## src/rtl/invaders_logic_pkg.sv

```systemverilog
// Shared widths, playfield geometry, reset values and FSM encoding for invaders_logic.
package invaders_logic_pkg;

  localparam int unsigned INV_W            = 20;
  localparam int unsigned COL_W            = 5;
  localparam int unsigned ROW_W            = 4;

  localparam int unsigned SHIP_ROW         = 15;
  localparam int unsigned BULLET_START_ROW = 14;
  localparam int unsigned INV_COL_OFFSET   = 6;
  localparam int unsigned LOSE_LINE        = 14;
  localparam int unsigned COL_MAX          = 31;

  localparam logic [INV_W-1:0] INV_RST      = 20'hFFFFF;
  localparam logic [ROW_W-1:0] LINE_RST     = 4'd0;
  localparam logic [COL_W-1:0] SHIP_RST     = 5'd16;
  localparam logic [COL_W-1:0] BULLET_X_RST = 5'd0;
  localparam logic [ROW_W-1:0] BULLET_Y_RST = 4'd0;

  typedef enum logic [1:0] {
    StPlay = 2'd0,
    StWin  = 2'd1,
    StLose = 2'd2
  } state_e;

endpackage

```

## src/rtl/invaders_logic_if.sv

```systemverilog
// Game-step strobe, buttons and playfield outputs of invaders_logic.
interface invaders_logic_if;
  import invaders_logic_pkg::*;

  logic             tick;
  logic             btnLeft;
  logic             btnRight;
  logic             btnFire;
  logic [INV_W-1:0] invArray;
  logic [ROW_W-1:0] invLine;
  logic [COL_W-1:0] shipX;
  logic [COL_W-1:0] bulletX;
  logic [ROW_W-1:0] bulletY;
  logic             bulletFlying;
  logic             win;
  logic             gameOver;

  modport master (
    output tick, btnLeft, btnRight, btnFire,
    input  invArray, invLine, shipX, bulletX, bulletY, bulletFlying, win, gameOver
  );

  modport slave (
    input  tick, btnLeft, btnRight, btnFire,
    output invArray, invLine, shipX, bulletX, bulletY, bulletFlying, win, gameOver
  );

endinterface

```

## src/rtl/invaders_logic_tick_divider.sv

```systemverilog
// Counts enabled ticks 0..COUNT-1 and strobes expiry_o on the tick at terminal count.
module tick_divider #(
  parameter int unsigned COUNT = 2
) (
  input  logic clk,
  input  logic clr,
  input  logic tick_i,
  output logic expiry_o
);

  localparam int unsigned CntW = (COUNT > 1) ? $clog2(COUNT) : 1;

  logic [CntW-1:0] cnt_q, cnt_d;

  always_comb begin
    expiry_o = tick_i && (cnt_q == CntW'(COUNT - 1));
    cnt_d    = cnt_q;
    if (tick_i) begin
      cnt_d = expiry_o ? '0 : cnt_q + 1'b1;
    end
  end

  always_ff @(posedge clk or posedge clr) begin
    if (clr) begin
      cnt_q <= '0;
    end else begin
      cnt_q <= cnt_d;
    end
  end

endmodule

```

## src/rtl/invaders_logic.sv

```systemverilog
// Game state for a small invaders game: ship, single bullet, descending invader row, win/lose FSM.
module invaders_logic import invaders_logic_pkg::*; #(
  parameter int unsigned DESCEND_TICKS = 16,
  parameter int unsigned SHIP_TICKS    = 2
) (
  input  logic       clk,
  input  logic       clr,
  invaders_logic_if.slave bus
);

  state_e           state_q, state_d;
  logic [INV_W-1:0] inv_q, inv_d;
  logic [ROW_W-1:0] line_q, line_d;
  logic [COL_W-1:0] ship_q, ship_d;
  logic [COL_W-1:0] bx_q, bx_d;
  logic [ROW_W-1:0] by_q, by_d;
  logic             bf_q, bf_d;
  logic             pend_q, pend_d;
  logic             fire_prev_q;
  logic             win_q, game_over_q;

  logic             play_tick;
  logic             ship_exp, desc_exp;
  logic             launch, hit, in_range;
  logic [COL_W-1:0] inv_idx;

  assign play_tick = bus.tick && (state_q == StPlay);

  tick_divider #(
    .COUNT (SHIP_TICKS)
  ) u_ship_div (
    .clk      (clk),
    .clr      (clr),
    .tick_i   (play_tick),
    .expiry_o (ship_exp)
  );

  tick_divider #(
    .COUNT (DESCEND_TICKS)
  ) u_desc_div (
    .clk      (clk),
    .clr      (clr),
    .tick_i   (play_tick),
    .expiry_o (desc_exp)
  );

  assign launch   = play_tick && pend_q && !bf_q;
  assign inv_idx  = bx_q - COL_W'(INV_COL_OFFSET);
  assign in_range = (bx_q >= COL_W'(INV_COL_OFFSET)) &&
                    (bx_q <= COL_W'(INV_COL_OFFSET + INV_W - 1));
  assign hit      = (by_q == line_q) && in_range && inv_q[inv_idx];

  always_comb begin
    state_d = state_q;
    inv_d   = inv_q;
    line_d  = line_q;
    ship_d  = ship_q;
    bx_d    = bx_q;
    by_d    = by_q;
    bf_d    = bf_q;
    pend_d  = pend_q;

    // An edge arriving while already pending is absorbed by the launch clear.
    if (launch) begin
      pend_d = 1'b0;
    end else if (bus.btnFire && !fire_prev_q) begin
      pend_d = 1'b1;
    end

    if (ship_exp) begin
      if (bus.btnLeft && !bus.btnRight && (ship_q != '0)) begin
        ship_d = ship_q - 1'b1;
      end else if (bus.btnRight && !bus.btnLeft && (ship_q != COL_W'(COL_MAX))) begin
        ship_d = ship_q + 1'b1;
      end
    end

    if (launch) begin
      bf_d = 1'b1;
      bx_d = ship_q;
      by_d = ROW_W'(BULLET_START_ROW);
    end else if (play_tick && bf_q) begin
      if (hit) begin
        inv_d[inv_idx] = 1'b0;
        bf_d           = 1'b0;
      end else if (by_q == '0) begin
        bf_d = 1'b0;
      end else begin
        by_d = by_q - 1'b1;
      end
    end

    // Descent decisions look at post-hit invaders but the pre-descent row.
    if (desc_exp) begin
      if (line_q == ROW_W'(LOSE_LINE)) begin
        if (inv_d != '0) begin
          state_d = StLose;
        end
      end else begin
        line_d = line_q + 1'b1;
      end
    end

    if (play_tick && (inv_d == '0)) begin
      state_d = StWin;
    end

    if (state_d != StPlay) begin
      bf_d = 1'b0;
    end
  end

  always_ff @(posedge clk or posedge clr) begin
    if (clr) begin
      state_q     <= StPlay;
      inv_q       <= INV_RST;
      line_q      <= LINE_RST;
      ship_q      <= SHIP_RST;
      bx_q        <= BULLET_X_RST;
      by_q        <= BULLET_Y_RST;
      bf_q        <= 1'b0;
      pend_q      <= 1'b0;
      fire_prev_q <= 1'b0;
      win_q       <= 1'b0;
      game_over_q <= 1'b0;
    end else begin
      state_q     <= state_d;
      inv_q       <= inv_d;
      line_q      <= line_d;
      ship_q      <= ship_d;
      bx_q        <= bx_d;
      by_q        <= by_d;
      bf_q        <= bf_d;
      pend_q      <= pend_d;
      fire_prev_q <= bus.btnFire;
      win_q       <= (state_d == StWin);
      game_over_q <= (state_d == StLose);
    end
  end

  assign bus.invArray     = inv_q;
  assign bus.invLine      = line_q;
  assign bus.shipX        = ship_q;
  assign bus.bulletX      = bx_q;
  assign bus.bulletY      = by_q;
  assign bus.bulletFlying = bf_q;
  assign bus.win          = win_q;
  assign bus.gameOver     = game_over_q;

endmodule
```

## src/flat_wrapper.sv

```systemverilog
// flat-port wrapper written by rule: the top's interface ports become plain ports
module invaders_logic_flat import invaders_logic_pkg::*;
#(
  parameter int unsigned DESCEND_TICKS = 16,
  parameter int unsigned SHIP_TICKS    = 2
)
  (clk, clr, bus_tick, bus_btnLeft, bus_btnRight, bus_btnFire, bus_invArray, bus_invLine, bus_shipX, bus_bulletX, bus_bulletY, bus_bulletFlying, bus_win, bus_gameOver);
  invaders_logic_if bus_i ();
  input  logic clk;
  input  logic clr;
  input wire logic [$bits(bus_i.tick)-1:0] bus_tick;
  input wire logic [$bits(bus_i.btnLeft)-1:0] bus_btnLeft;
  input wire logic [$bits(bus_i.btnRight)-1:0] bus_btnRight;
  input wire logic [$bits(bus_i.btnFire)-1:0] bus_btnFire;
  output wire logic [$bits(bus_i.invArray)-1:0] bus_invArray;
  output wire logic [$bits(bus_i.invLine)-1:0] bus_invLine;
  output wire logic [$bits(bus_i.shipX)-1:0] bus_shipX;
  output wire logic [$bits(bus_i.bulletX)-1:0] bus_bulletX;
  output wire logic [$bits(bus_i.bulletY)-1:0] bus_bulletY;
  output wire logic [$bits(bus_i.bulletFlying)-1:0] bus_bulletFlying;
  output wire logic [$bits(bus_i.win)-1:0] bus_win;
  output wire logic [$bits(bus_i.gameOver)-1:0] bus_gameOver;
  assign bus_i.tick = bus_tick;
  assign bus_i.btnLeft = bus_btnLeft;
  assign bus_i.btnRight = bus_btnRight;
  assign bus_i.btnFire = bus_btnFire;
  assign bus_invArray = bus_i.invArray;
  assign bus_invLine = bus_i.invLine;
  assign bus_shipX = bus_i.shipX;
  assign bus_bulletX = bus_i.bulletX;
  assign bus_bulletY = bus_i.bulletY;
  assign bus_bulletFlying = bus_i.bulletFlying;
  assign bus_win = bus_i.win;
  assign bus_gameOver = bus_i.gameOver;
  invaders_logic #(.DESCEND_TICKS(DESCEND_TICKS), .SHIP_TICKS(SHIP_TICKS)) u_core (.clk(clk), .clr(clr), .bus(bus_i));
endmodule
```

## config.mk

```make
export PLATFORM = sky130hd
export DESIGN_NAME = invaders_logic_flat
export DESIGN_NICKNAME = d
export VERILOG_FILES = /design/src/rtl/invaders_logic_pkg.sv /design/src/rtl/invaders_logic_if.sv /design/src/rtl/invaders_logic_tick_divider.sv /design/src/rtl/invaders_logic.sv /design/src/flat_wrapper.sv
export SDC_FILE = /design/constraint.sdc
export NUM_CORES = 1
export LEC_CHECK = 0
export ABC_CLOCK_PERIOD_IN_PS = 8600
export CORE_ASPECT_RATIO = 0.75
export CORE_MARGIN = 2
export CORE_UTILIZATION = 25
export CTS_CLUSTER_SIZE = 30
export DETAILED_ROUTE_END_ITERATION = 7
export MAX_ROUTING_LAYER = met4
export SETUP_SLACK_MARGIN = 0.05
export SLEW_MARGIN = 0
export SYNTH_ARGS = -nofsm -noshare
export SYNTH_HDL_FRONTEND = slang
export SYNTH_HIERARCHICAL = 1
export SYNTH_SLANG_ARGS = --single-unit
```

## constraint.sdc

```tcl
create_clock -name clk -period 8.6 [get_ports clk]
set_input_delay 1.72 -clock clk [delete_from_list [all_inputs] [get_ports clk]]
set_output_delay 1.72 -clock clk [all_outputs]
set_load 0.03 [all_outputs]
```

Word level (Yosys, flattened, before mapping) --
Index checks and enable logic that the tools add are counted.
Word-level totals: flip-flop bits (word level) 50, bits in latches 0, RAM bits 0, memory bits (read-only) 0, bits of input ports 6, output and inout bits 41, logic and storage cells 96, memories kept 0
Cells by class: add/subtract/negate cells 7, $mul 0, divide/modulo/power cells 0, $lt $le $gt $ge 4, eq/ne operators 8, shift-type cells 0, multiplexer cells 26, bitwise operators 3, reduce and logical (&&, ||, !) cells 35
Operator list (number):
- $mux W20 | 3
- $and A20 B20 Y20 | 1
- $logic_not A20 Y1 | 1
- $mux W4 | 5
- $not A20 Y20 | 1
- $reduce_bool A20 Y1 | 1
- $logic_and A1 B1 Y1 | 16
- $mux W1 | 10
- $mux W5 | 2
- $add A4 B1 Y4 const B | 2
- $eq A4 B4 Y1 const B | 2
- $mux W2 | 4
- $reduce_bool A2 Y1 | 4
- $lt A5 B6 Y1 const B | 1
- $reduce_and A2 Y1 | 3
- $add A5 B1 Y5 const B | 1
- $bmux W1 S5 | 1
- $demux W1 S5 | 1
- $ge A5 B1 Y1 const B | 1
- $ge A5 B3 Y1 const B | 1
- $le A5 B5 Y1 const B | 1
- $ne A5 B5 Y1 const B | 1
- $reduce_bool A5 Y1 | 1
- $sub A5 B1 Y5 const B | 1
- other kinds (14) | 18

Longest topological paths before layout --
Gate-level depths: netlist (run 1).
word-level depth 18, mapped depth 15, mapped depth without buffers 11

Modules after synthesis --
The synthesis (run 1) kept the hierarchy.
By module, submodules not included:
- invaders_logic | times used 1, cells an instance 254, area each 2608.8 um2, sequential area each 1152.4 um2
- tick_divider at u_core.u_desc_div | times used 1, cells an instance 20, area each 191.4 um2, sequential area each 100.1 um2
- tick_divider at u_core.u_ship_div | times used 1, cells an instance 4, area each 45.0 um2, sequential area each 25.0 um2

Worst setup path before layout (run 1) --
No wires, ideal clock.
kind input -> register, from in bus_tick, to reg u_core.state_q[1], setup time 0.124 ns, arrival time 4.166 ns, required time 8.476 ns, path slack 4.310 ns, stages on the path 9, path buffers 0, cells stage by stage nor3b_2 nand3b_1 nor4_2 nand2_1 o31a_1 or4_4 nor4_4 a21oi_2 or2_1
Between the ends: longest elaborated chain between the ends 9, elaborated cells between the ends (all ways) 14, classes of those cells 6 x mux; 8 x reduce/logical
Ends and longest elaborated chain:
- start: declaration | RTL line flat_wrapper.sv:11 | input wire logic [$bits(bus_i.tick)-1:0] bus_tick;
- $logic_and A1 B1 Y1 * | RTL line invaders_logic.sv:27 | assign play_tick = bus.tick && (state_q == StPlay);
- $logic_and A1 B1 Y1 (on tied branches) | RTL line invaders_logic.sv:82, invaders_logic.sv:47
- $mux W20 / $logic_and A1 B1 Y1 (equally long branches) | RTL line invaders_logic.sv:82, invaders_logic.sv:47
- $mux W20 * | RTL line invaders_logic.sv:78 | if (launch) begin
- named net u_core.inv_d[10] | RTL line invaders_logic.sv:12 | logic [INV_W-1:0] inv_q, inv_d;
- $reduce_bool A20 Y1 | RTL line invaders_logic.sv:96 | if (inv_d != '0) begin
- $mux W2 | RTL line invaders_logic.sv:96
- $mux W2 | RTL line invaders_logic.sv:95 | if (line_q == ROW_W'(LOSE_LINE)) begin
- $mux W2 | RTL line invaders_logic.sv:94 | if (desc_exp) begin
- $mux W2 * | RTL line invaders_logic.sv:104 | if (play_tick && (inv_d == '0)) begin
- named net u_core.state_d[1] | RTL line invaders_logic.sv:11 | state_e state_q, state_d;
- end signal: assignment | RTL line invaders_logic.sv:115 | state_q <= StPlay;
- end signal: assignment | RTL line invaders_logic.sv:127 | state_q <= state_d;
- end: declaration | RTL line invaders_logic.sv:11
Mark *: on every way through the listed nets, which the timed path passes. The rest lies on a longest branch. A chain may end at the register's enable or synchronous reset.

Worst setup path in the final report (run 1) --
from in bus_tick, to reg u_core.state_q[1]
Between the ends: longest elaborated chain between the ends 9, elaborated cells between the ends (all ways) 14, classes of those cells 6 x mux; 8 x reduce/logical
Ends and longest elaborated chain:
- $logic_and A1 B1 Y1 * | RTL line invaders_logic.sv:27
- named net u_core.play_tick | RTL line invaders_logic.sv:22 | logic play_tick;
- $logic_and A1 B1 Y1 (on tied branches) | RTL line invaders_logic.sv:82, invaders_logic.sv:47
- $mux W20 / $logic_and A1 B1 Y1 (equally long branches) | RTL line invaders_logic.sv:82, invaders_logic.sv:47
- $mux W20 * | RTL line invaders_logic.sv:78
- named net u_core.inv_d[10] | RTL line invaders_logic.sv:12
- $reduce_bool A20 Y1 | RTL line invaders_logic.sv:96
- $mux W2 | RTL line invaders_logic.sv:96
- $mux W2 | RTL line invaders_logic.sv:95
- $mux W2 | RTL line invaders_logic.sv:94
- $mux W2 * | RTL line invaders_logic.sv:104
- named net u_core.state_d[1] | RTL line invaders_logic.sv:11
Marks and branches as above.

==> flow_metrics.env, run 1 <==
export IMPL_grt_pass1_wl_mm=11.78
export IMPL_cts_resized=0
export IMPL_clockBufferDepth=2
export IMPL_die_area_mm2=0.01226
export IMPL_multi_input_area_mm2=0.001428
export IMPL_holdCritPathClass="register to register"
export IMPL_peakVddDrop_uv=83.15
export IMPL_swShare=0.1811
export IMPL_post_cts_setup_buffers=0
export IMPL_end_kind="register"
export IMPL_netlist_area_mm2=0.002845
export IMPL_fmax_ghz=0.1994
export IMPL_intPower_mw=0.4050
export IMPL_synth_top_family_by_area="simple AND/OR/NAND/NOR gates"
export IMPL_vias_per_cell=4.824
export IMPL_yosysWarnings=6
export IMPL_cts_made_buffers=5
export IMPL_yosys_top_cells_area="dfrtp_1, dfstp_2, nand2_1, ha_1, xnor2_1"
export IMPL_max_slew_margin=0.3826
export IMPL_portBuffers=46
export IMPL_finalSetupTns_ns=0
export IMPL_avgSynthCellArea_um2=10.23
export IMPL_clkLatencyLatePin_ns=0.29
export IMPL_clockPowerShare=0.503
export IMPL_synth_xor_area_frac=0.04617
export IMPL_clk_pin_slew_ns=0.07
export IMPL_min_period_ns=5.016
export IMPL_fin_crit_sh=0.5832
export IMPL_synth_seq_cells=50
export IMPL_start_util=0.2581
export IMPL_placed_area_mm2=0.003442
export IMPL_clkSinkCount=50
export IMPL_antenna_found_initial=0
export IMPL_status="finished, final reports clean"
export IMPL_final_seq_area_mm2=0.001277
export IMPL_syn_num_nets=295
export IMPL_synth_distinct_cells=56
export IMPL_num_vias=2248
export IMPL_setup_violations=0
export IMPL_htreeDepth=2
export IMPL_timing_final_max_slew_violations=0
export IMPL_finalHoldViolations=0
export IMPL_powerDensity_mw_per_mm2=136.2
export IMPL_hold_buffers=0
export IMPL_cap_viol_max_count=0
export IMPL_grt_pass1_vias=2222
export IMPL_track_usage=0.1284
export IMPL_drcViolationCount=0
export IMPL_yosysTopAreaCell="dfrtp_1"
export IMPL_finalClockSkew_ns=0.007210
export IMPL_boundaryPins=47
export IMPL_synth_compound_area_share=0.1618
export IMPL_die_h_um=96.39
export IMPL_synthAdderAreaFrac=0.05101
export IMPL_crit_arrival_ns=5.19
export IMPL_diodes=0
export IMPL_netlist_instances=278
export IMPL_grt_overflow=0
export IMPL_stdcell_area_mm2=0.003631
export IMPL_p_switching_mw=0.08956
export IMPL_seq_power_share=0.479
export IMPL_drt_total_wl_mm=7.334
export IMPL_drive_above_1_share=0.1442
export IMPL_routedWlPerCell_um=15.74
export IMPL_first_iter_violations=173
export IMPL_required_ns=8.78
export IMPL_tightest_slew_ns=0.9191
export IMPL_yosys_area_share_simple=0.1895
export IMPL_seq_area_frac_synth=0.4490
export IMPL_yosysTopAreaCellShare=0.2551
export IMPL_first_pass_iters=4
export IMPL_cts_tree="yes"
export IMPL_num_rows=33
export IMPL_syn_to_final_growth_pct=27.62
export IMPL_gp_congestion=0.8685
export IMPL_async_flop_share=1.000
export IMPL_grt_start_max_net_pins=44
export IMPL_leakagePower_nw=1.483
export IMPL_startpoint_type="input pin"
export IMPL_die_w_um=127.2
export IMPL_ant_nets=0
export IMPL_cts_root_buffer="clkbuf_16"
export IMPL_cp_max_fo=13
export IMPL_synth_edf_count=0
export IMPL_place_hpwl_mm=5.450
export IMPL_worstSetupPathType="input pin to register"
export IMPL_n_fill_cell=1098
export IMPL_core_area_mm2=0.01102
export IMPL_synth_main_ff_cell="dfrtp_1"
export IMPL_synth_area_mux_share=0.05321
export IMPL_fin_nets=342
export IMPL_p_comb_frac=0.018
export IMPL_rsz0062_at_grt="no"
metal layers:
metal / wire length (um) / up-vias / part of all wire / global-route usage
met1: 3706 / 1103 / 0.51 / 0.1822
li1: - / 1074 / - / -
met2: 3135 / 63 / 0.43 / 0.1837
met4: 117 / 0 / 0.016 / 0.04121
met5: 0 / - / 0 / -
met3: 374 / 8 / 0.051 / 0.02643
path summary, 6_finish.rpt:
kind | startpoint | endpoint | slack (ns) | cells past startpoint
max | bus_tick | u_core/state_q[1] | 3.58 | 10
min | u_core/u_ship_div/cnt_q | u_core/u_ship_div/cnt_q | 0.47 | 1
min reg2reg | u_core/u_ship_div/cnt_q | u_core/u_ship_div/cnt_q | 0.47 | 1
max in group asynchronous | clr | u_core/bus.invArray[17] | 6.21 | 3
min in group asynchronous | clr | u_core/u_ship_div/cnt_q | 1.65 | 2
max reg2reg | u_core/bus.bulletX[1] | u_core/bus.win | 4.41 | 10
power groups by stage:
stage               clock network, mW  registers, mW  logic, mW
finish                          0.249          0.237    0.00896
global route                    0.266          0.237     0.0104
CTS                             0.258          0.237    0.00944
detailed placement                  0          0.241    0.00945
global placement                    0          0.241    0.00925
floorplan                           0          0.241    0.00445
area by class of cell:
class / count / area share
clock buffers: 5 / 0.03446
clock inverters: 3 / 0.01757
inverters: 25 / 0.02584
multi-input cells: 196 / 0.3932
flip-flops and latches: 50 / 0.3518
well taps: 140 / 0.04824
repair buffers: 47 / 0.1289
registers in the layout (all words and copies together), names as in the netlist:
signal and cells:
u_core/fire_prev_q 1, u_core/state_q 2, u_core/bus.shipX 5, u_core/bus.invLine 4, u_core/bus.gameOver 1, u_core/u_ship_div/cnt_q 1
u_core/u_desc_div/cnt_q 4, u_core/bus.bulletY 4, u_core/bus.invArray 20, u_core/bus.bulletFlying 1, u_core/bus.bulletX 5, u_core/pend_q 1
u_core/bus.win 1
placed cells by master, fill, tap and decap left out, drive strengths merged, types with 4 or more instances in the layout:
| cell | instances |
|---|---|
| clkbuf | 5 |
| mux2i | 5 |
| nand4 | 4 |
| inv | 24 |
| o21ai | 16 |
| ha | 10 |
| a21o | 4 |
| nor4 | 5 |
| mux4 | 4 |
| o21a | 4 |
| o31a | 9 |
| a21oi | 12 |
| nor3 | 5 |
| dfstp | 21 |
| xnor2 | 11 |
| xor2 | 4 |
| dfrtp | 29 |
| nor3b | 5 |
| nand3 | 8 |
| nor2 | 15 |
| nand2 | 35 |
| clkdlybuf4s50 | 46 |
metrics by stage:
stage | setup WS (ns) | utilization | std cells | power, mW | hold WS (ns)
floorplan | 4.310 | - | 278 | 0.2452 | 0.4336
global placement | 3.445 | 0.3122 | 458 | 0.2501 | 0.4590
detailed placement | 3.313 | 0.3122 | 458 | 0.2503 | 0.4525
CTS | 3.620 | 0.3294 | 466 | 0.5037 | 0.4705
global route | 3.246 | 0.3294 | 466 | 0.5131 | 0.4967
finish | 3.584 | 0.3294 | 466 | 0.4946 | 0.4731
worst max-delay path, stage by stage:
cell and delay (ns):
clkdlybuf4s50_1 0.54, nor3b_2 0.62, nand3b_1 0.26, nor4_2 0.41, nand2_1 0.20, o31a_1 0.33, or4_4 0.53, nor4_4 0.23
a21oi_2 0.12, or2_1 0.22
cell usage after synthesis, types with 3 or more instances:
library cell,n
dfstp_2,21
o21a_1,4
mux4_2,4
o21ai_0,13
ha_1,10
xor2_1,4
nor2_1,15
o31ai_1,3
nand3_1,8
nor3b_1,4
o211ai_1,3
o31a_1,9
o21ai_1,3
a21o_1,4
dfrtp_1,29
nand2_1,35
nor3_1,5
nand3b_1,3
mux2i_1,5
a41oi_1,3
a21oi_1,11
buf_4,3
nand4_1,4
xnor2_1,11
inv_1,25
logic make-up (layout without fill, tap and decap cells):
group           Yosys count  after routing
simple gates             95             95
buf+inv                  32             80
xor+xnor                 15             15
mux                      10             10
flops                    50             50
compound gates           65             65
fa+ha+maj                11             11
Power figures use the tool's default switching activity.
==> run 2: changes to the inputs <==
Settings changed: ABC_CLOCK_PERIOD_IN_PS 8600 to 4630.
Clock period 8.6 ns to 4.63 ns, I/O delays scaled along.
==> run 2 against run 1 <==
Worst setup slack got worse by 2.7 ns. Largest power group is now sequential cells. Worst hold slack improved by 0.014 ns. Clock power rose by 71%.
==> flow_metrics.env, run 2 (synthesis gave the netlist of run 1 again) <==
export IMPL_cts_resized=0
export IMPL_cts_tree="yes"
export IMPL_holdCritStartpoint="u_core/bus.invArray[11]"
export IMPL_worstSetupPathType="register to register"
export IMPL_first_pass_iters=4
export IMPL_finalSetupTns_ns=0
export IMPL_num_vias=2276
export IMPL_ant_nets=0
export IMPL_grt_overflow=0
export IMPL_cts_root_buffer="clkbuf_16"
export IMPL_min_period_ns=3.734
export IMPL_r2r_start="u_core/bus.bulletX[1]"
export IMPL_post_cts_setup_buffers=0
export IMPL_clockBufferDepth=2
export IMPL_clkSinkCount=50
export IMPL_crit_arrival_ns=3.90
export IMPL_core_area_mm2=0.01102
export IMPL_setup_violations=0
export IMPL_fin_nets=344
export IMPL_holdCritPathClass="register to register"
export IMPL_leakagePower_nw=1.485
export IMPL_holdPathStages=2
export IMPL_cap_viol_max_count=0
export IMPL_fin_crit_sh=0.8065
export IMPL_track_usage=0.1284
export IMPL_critPathLaunch="u_core/bus.bulletX[1]"
export IMPL_reg2reg_setup_slack_ns=0.90
export IMPL_reg2reg_to="u_core/bus.win"
export IMPL_peakVddDrop_uv=128.7
export IMPL_required_ns=4.80
export IMPL_stdcell_count=468
export IMPL_finalHoldViolations=0
export IMPL_clkLatencyLatePin_ns=0.29
export IMPL_drcViolationCount=0
export IMPL_start_util=0.2581
export IMPL_routedWlPerCell_um=15.38
export IMPL_first_iter_violations=167
export IMPL_portBuffers=46
export IMPL_hold_buffers=0
export IMPL_timing_final_max_slew_violations=0
export IMPL_boundaryPins=47
export IMPL_end_kind="register"
export IMPL_grt_pass1_wl_mm=11.98
export IMPL_startpoint_type="register"
export IMPL_grt_start_max_net_pins=46
export IMPL_tightest_slew_ns=0.9567
export IMPL_cts_made_buffers=5
export IMPL_fmax_ghz=0.2678
export IMPL_num_rows=33
export IMPL_syn_to_final_growth_pct=27.57
export IMPL_drt_total_wl_mm=7.198
export IMPL_vias_per_cell=4.863
export IMPL_final_cell_mix="clkdlybuf4s50_1, nand2_1, dfrtp_1, inv_1, dfstp_2"
export IMPL_drive_above_1_share=0.1494
export IMPL_max_slew_margin=0.3574
export IMPL_whs_endpoint="u_core/bus.invArray[11]"
export IMPL_diodes=0
export IMPL_rsz0062_at_grt="no"
export IMPL_dp_cells=460
export IMPL_clk_pin_slew_ns=0.07
export IMPL_finalClockSkew_ns=0.009334
export IMPL_die_w_um=127.2
export IMPL_gp_congestion=0.8319
export IMPL_place_hpwl_mm=5.448
export IMPL_largest_reg_flops=20
export IMPL_rr_worst_depth=11
export IMPL_die_h_um=96.39
export IMPL_status="finished, final reports clean"
export IMPL_final_common_cell="clkdlybuf4s50_1"
export IMPL_cp_max_fo=19
export IMPL_antenna_found_initial=0
export IMPL_htreeDepth=2
export IMPL_grt_pass1_vias=2242
export IMPL_powerDensity_mw_per_mm2=243.3
export IMPL_die_area_mm2=0.01226
run 2: cell types whose count changed in the layout (fill, tap and decap cells not counted), sizes merged:
cell,before,now
bufinv,2,1
clkinv,2,1
clkbuf,5,7
buf,1,3
run 2: stage by stage:
| stage | instance area, um^2 | worst slack, ns | utilization | hold WS [ns] | power [mW] |
|---|---|---|---|---|---|
| 2_1_floorplan | 2845 | 1.134 | - | 0.4336 | 0.4554 |
| 3_3_place_gp | 3457 | 0.7020 | 0.3136 | 0.4677 | 0.4644 |
| 3_5_place_dp | 3457 | 0.6389 | 0.3136 | 0.4629 | 0.4649 |
| 4_1_cts | 3630 | 0.9151 | 0.3292 | 0.4793 | 0.8939 |
| 5_1_grt | 3630 | 0.5930 | 0.3292 | 0.4991 | 0.9150 |
| 6_report | 3630 | 0.8961 | 0.3292 | 0.4871 | 0.8830 |
run 2: worst max-delay path by stage:
| stage | to | slack (ns) |
|---|---|---|
| 6_report | u_core/bus.win | 0.90 |
| 5_1_grt | u_core/bus.win | 0.59 |
| 4_1_cts | u_core/bus.win | 0.92 |
| 3_5_place_dp | u_core/state_q[1] | 0.64 |
| 3_3_place_gp | u_core/state_q[1] | 0.70 |
| 2_1_floorplan | u_core/state_q[1] | 1.13 |
run 2: final cells by class:
| type | instances | area [um^2] |
|---|---|---|
| Sequential cell | 50 | 1277 |
| Inverter | 25 | 93.84 |
| Fill cell | 1112 | 7395 |
| Timing Repair Buffer | 49 | 483.0 |
| Clock buffer | 7 | 142.6 |
| Tap cell | 140 | 175.2 |
| Clock inverter | 1 | 30.03 |
| Multi-Input combinational cell | 196 | 1428 |
run 2: report_power, final:
part / switching, mW / total, mW / internal [mW]
clock network: 0.156 / 0.427 / 0.270
registers: 0.000976 / 0.440 / 0.439
logic: 0.0108 / 0.0165 / 0.00565
total: 0.168 / 0.883 / 0.715
run 2: per-layer routing:
metal,global-route usage,vias up,wire length [um]
li1,-,1091,-
met1,0.1815,1119,3678
met2,0.1927,64,3115
met3,0.02643,2,377
met4,0.02473,0,26
met5,-,-,0
run 2: worst max-delay path: stages, from the launching register on:
cell      delay (ns)
dfrtp_1         0.34
buf_4           0.27
inv_1           0.18
ha_1            0.43
mux4_2          0.25
o21ba_4         0.15
nor4_4          0.84
nor3_1          0.20
a21boi_0        0.48
nor4_4          0.12
a41oi_1         0.24
o21ai_1         0.11
